### src/rtl/conv_serializer_nx.sv
// conv_serializer_nx: parallel-to-serial converter with a one-word holding register for gapless
// back-to-back words, and an optional DDR mode that sends two bits per clock.
module conv_serializer_nx #(
    parameter int   WIDTH     = 8,
    parameter bit   DDR       = 1'b0,
    parameter bit   MSB_FIRST = 1'b0,
    parameter logic IDLE_VAL  = 1'b0
) (
    input  logic             CLK,
    input  logic             RESET,
    input  logic [WIDTH-1:0] PAR_IN,
    input  logic             PAR_VALID,
    output logic             PAR_READY,
    output logic             SERIAL_OUT,
    output logic             SERIAL_VALID,
    output logic             FRAME_START,
    output logic             BUSY
);
    localparam int B    = DDR ? WIDTH / 2 : WIDTH;
    localparam int CW   = B > 1 ? $clog2(B) : 1;
    localparam int STEP = DDR ? 2 : 1;

    typedef enum logic {IDLE, SHIFT} state_t;

    state_t           state, state_nx;
    logic [CW-1:0]    cnt, cnt_nx;
    logic [WIDTH-1:0] shreg, shreg_nx, hold, hold_nx, par_ord;
    logic             hold_full, hold_full_nx, xfer, last;

    // Words are stored in send order so the shifter always emits from bit 0 (and bit 1 in DDR).
    function automatic logic [WIDTH-1:0] to_send_order(input logic [WIDTH-1:0] w);
        logic [WIDTH-1:0] r;
        for (int i = 0; i < WIDTH; i++) r[i] = MSB_FIRST ? w[WIDTH-1-i] : w[i];
        return r;
    endfunction

    assign par_ord = to_send_order(PAR_IN);

    always_comb begin
        xfer         = PAR_VALID && !hold_full;
        last         = state == SHIFT && cnt == CW'(B - 1);
        state_nx     = state;
        cnt_nx       = cnt;
        shreg_nx     = shreg;
        hold_nx      = hold;
        hold_full_nx = hold_full;
        if (state == SHIFT) begin
            cnt_nx   = cnt + 1'b1;
            shreg_nx = shreg >> STEP;
        end
        if (last) begin
            cnt_nx = '0;
            if (hold_full) begin
                shreg_nx     = hold;
                hold_full_nx = 1'b0;
            end else if (!xfer) begin
                state_nx = IDLE;
            end
        end
        if (xfer) begin
            if (state == IDLE || last) begin
                shreg_nx = par_ord;
                cnt_nx   = '0;
                state_nx = SHIFT;
            end else begin
                hold_nx      = par_ord;
                hold_full_nx = 1'b1;
            end
        end
    end

    always_ff @(posedge CLK or negedge RESET) begin
        if (!RESET) begin
            state     <= IDLE;
            cnt       <= '0;
            shreg     <= '0;
            hold      <= '0;
            hold_full <= 1'b0;
        end else begin
            state     <= state_nx;
            cnt       <= cnt_nx;
            shreg     <= shreg_nx;
            hold      <= hold_nx;
            hold_full <= hold_full_nx;
        end
    end

    assign PAR_READY    = !hold_full;
    assign SERIAL_VALID = state == SHIFT;
    assign FRAME_START  = SERIAL_VALID && cnt == '0;
    assign BUSY         = SERIAL_VALID || hold_full;
    // In DDR the high phase shows the earlier bit, the low phase the later one; both are flop outputs.
    assign SERIAL_OUT   = !SERIAL_VALID ? IDLE_VAL : (DDR && !CLK) ? shreg[1] : shreg[0];
endmodule

### config.mk
export PLATFORM = sky130hd
export DESIGN_NAME = conv_serializer_nx
export DESIGN_NICKNAME = d
export VERILOG_FILES = /design/src/rtl/conv_serializer_nx.sv
export SDC_FILE = /design/constraint.sdc
export NUM_CORES = 1
export LEC_CHECK = 0
export ABC_AREA = 1
export CORE_ASPECT_RATIO = 0.6
export CORE_MARGIN = 2
export CORE_UTILIZATION = 40
export CTS_BUF_LIST = sky130_fd_sc_hd__clkbuf_8
export CTS_CLUSTER_SIZE = 10
export DETAILED_ROUTE_END_ITERATION = 16
export GPL_TIMING_DRIVEN = 0
export HOLD_SLACK_MARGIN = 0.05
export PLACE_DENSITY = 0.7
export RECOVER_POWER = 100
export REMOVE_ABC_BUFFERS = 1
export SYNTH_ARGS = -nofsm -noshare
export SYNTH_HDL_FRONTEND = slang
export SYNTH_SLANG_ARGS = --single-unit
### constraint.sdc
create_clock -name CLK -period 1.8 [get_ports CLK]
set_input_delay 0.36 -clock CLK [delete_from_list [all_inputs] [get_ports CLK]]
set_output_delay 0.36 -clock CLK [all_outputs]
set_load 0.1 [all_outputs]
==> results_dict.tcl <==
set metrics [dict create \
    holdWs_ns 0.473 \
    finalCritPeriodShare_pct 94.2 \
    multi_input_area_um2 499 \
    synth-seq-cells 21 \
    setup_viol 0 \
    syn_area_per_cell_um2 8.09 \
    netlist_top_cells_count "60 x nand2_1, 25 x nand3_1, 21 x dfrtp_1" \
    grt_pass1_wl_mm 3.93 \
    synth.largest_area_cell "dfrtp_1" \
    yosys.area.top_type_share_pct 44.8 \
    required_ns 1.44 \
    grt_pass1_vias 870 \
    end_kind "output port" \
    postSynth.asyncResetShare_pct 100 \
    cts_buffer_depth 2 \
    worst_slew_pin_slew_ns 0.914 \
    root_buffer "clkbuf_8" \
    ys_types 18 \
    fmax_mhz 590 \
    grt_max_degree 24 \
    die_x_um 73.9 \
    place.gp.congestion 0.793 \
    reg2reg_depth 6 \
    port_buffers 15 \
    rsz0062_at_grt "false" \
    clk_latency_ns 0.26 \
    nets 176 \
    syn_inst 145 \
    synth_ff_type "dfrtp_1" \
    synth_edf_count 0 \
    clock-skew-final_ns 0.00194 \
    htreeDepth 1 \
    p_leak_nw 0.709 \
    antenna_found_initial 0 \
    outcome "complete, no violations" \
    gr-total-overflow 0 \
    startpoint_type "flip-flop" \
    hold_depth 2 \
    syn2layout_area_growth_pct 14.5 \
    p_per_area_nw_per_um2 1730 \
    io_pins 16 \
    yosys-top-cells-area "dfrtp_1 45%, nand2_1 19%, nand3_1 11%" \
    core_area_um2 2830 \
    hpwl_mm 1.67 \
    final.min_clock_period_ns 1.69 \
    instances_no_fill 203 \
    seqCellArea_um2 529 \
    arrival_ns 1.33 \
    drtPass1Iterations 4 \
    drv_cap 0 \
    start_util_pct 41.4 \
    vias 998 \
    synth_warnings 0 \
    dp_cells 196 \
    holdCritPathClass "reg -> reg" \
    die-area_um2 3400 \
    slew_headroom_pct 38.8 \
    wl_per_cell_um 12.1 \
    via_per_inst 4.92 \
    critPathMaxFanout 11 \
    drc 0 \
    hold_viol 0 \
    yosysSeqAreaShare_pct 44.8 \
    diodes 0 \
    drtAntennaViolNets 0 \
    ir_worst_vdd_mv 0.595 \
    rows 15 \
    cts_tree "done" \
    clk_pin_slew_ns 0.07 \
    yosysMostFrequentCell "nand2_1" \
    fillerInstances 273 \
    path_class "reg -> out" \
    cts.sinks 21 \
    drtIter0Drc 55 \
    synth_area_um2 1170 \
    fp.dieH_um 46.0 \
    grt_usage_pct 15.7 \
    wl_mm 2.45 \
    maxSlewViolCount 0 \
    layout-drive-gt1-share_pct 13.7 \
    numCtsBuffers 3 \
]
## through the flow
step / total power (W) / TNS (ns) / cell area [um2] / worst slack (ns) / utilization [%]
after floorplan: 0.00170 / -8.28 / 1090 / -1.22 / -
after global placement: 0.00195 / -4.01 / 1300 / -0.892 / 45.8
after detailed placement: 0.00200 / -4.22 / 1300 / -0.919 / 45.8
after CTS: 0.00233 / 0 / 1350 / 0.0178 / 47.5
after global routing: 0.00250 / 0 / 1340 / 0.0128 / 47.4
final: 0.00233 / 0 / 1340 / 0.105 / 47.4
## cells by family (layout without fill, tap and decap cells)
logic type,Yosys count,count (layout),share of synthesized area (%)
AO/OA/AOI/OAI,2,2,0.853
adder cells (fa/ha/maj),3,3,3.20
buffers and inverters,20,36,11.8
flip-flops,21,21,44.8
AND/OR/NAND/NOR,99,99,39.3
## power by group
group	leakage [nW]	internal, W	switching [W]
sequential	0.261	0.000679	0.000182
combinational	0.423	0.000345	0.000816
clock	0.0255	0.000154	0.000151
## placed cells by master (no fill, tap or decap)
| master | instances |
|---|---|
| dfrtp_4 | 1 |
| nor2_1 | 2 |
| nand3_1 | 25 |
| clkbuf_8 | 3 |
| nand4_1 | 8 |
| dfrtp_1 | 20 |
| ha_2 | 1 |
| ha_1 | 2 |
| clkbuf_2 | 2 |
| a21oi_1 | 2 |
| clkdlybuf4s50_1 | 9 |
| buf_4 | 3 |
| clkinv_2 | 1 |
| nand2_1 | 60 |
| nand2_2 | 2 |
| inv_1 | 10 |
| clkbuf_4 | 2 |
| dlygate4sd3_1 | 1 |
| buf_6 | 1 |
| nand2_4 | 1 |
| inv_4 | 2 |
| nand3_4 | 1 |
| inv_2 | 2 |
## worst paths after layout
kind | startpoint | endpoint | slack, ns
hold / removal | hold[5]$_DFFE_PN0P_ | hold[5]$_DFFE_PN0P_ | 0.47
setup reg to reg | cnt[0]$_DFF_PN0_ | hold[1]$_DFFE_PN0P_ | 0.11
hold reg to reg | hold[5]$_DFFE_PN0P_ | hold[5]$_DFFE_PN0P_ | 0.47
min in group asynchronous | RESET | hold[6]$_DFFE_PN0P_ | 0.68
setup / recovery | flip-flop | BUSY | 0.11
max in group asynchronous | RESET | SERIAL_VALID$_DFF_PN0_ | 0.46
## sequential cells by signal, indices dropped and copies added, names as in the netlist, named ones only
name	count
hold	8
shreg	8
cnt	3
SERIAL_VALID	1
## worst max-delay path, stage by stage, from the launching register on
cell and delay (ns):
dfrtp_1 0.63, inv_2 0.11, nand2_1 0.10, buf_6 0.22
## repair_timing
action / CTS / global route
hold buffers: 0 / 0
setup endpoints to repair: 14 / 10
buffers inserted: 2 / 1
gates resized for setup: 30 / 5
gates cloned: 0 / 0
pin swaps: 0 / 0
hold endpoints to repair: 0 / 0
## layer usage
layer  part of all wire, %  vias to the layer above  track usage [%]
met5                     0                        -                0
li1                      -                      498                -
met2                    46                       37             24.1
met1                    47                      459             21.2
met3                   6.9                        4             5.31
met4                  0.82                        0             4.73
## area by class of cell
class	count	area share, %
Timing Repair Buffer	18	11.8
Clock buffer	3	3.07
Tap cell	42	3.91
Multi-Input combinational cell	104	37.2
Clock inverter	1	0.372
Inverter	14	4.28
Sequential cell	21	39.4
Note: power is estimated with default switching activity, not from simulation.
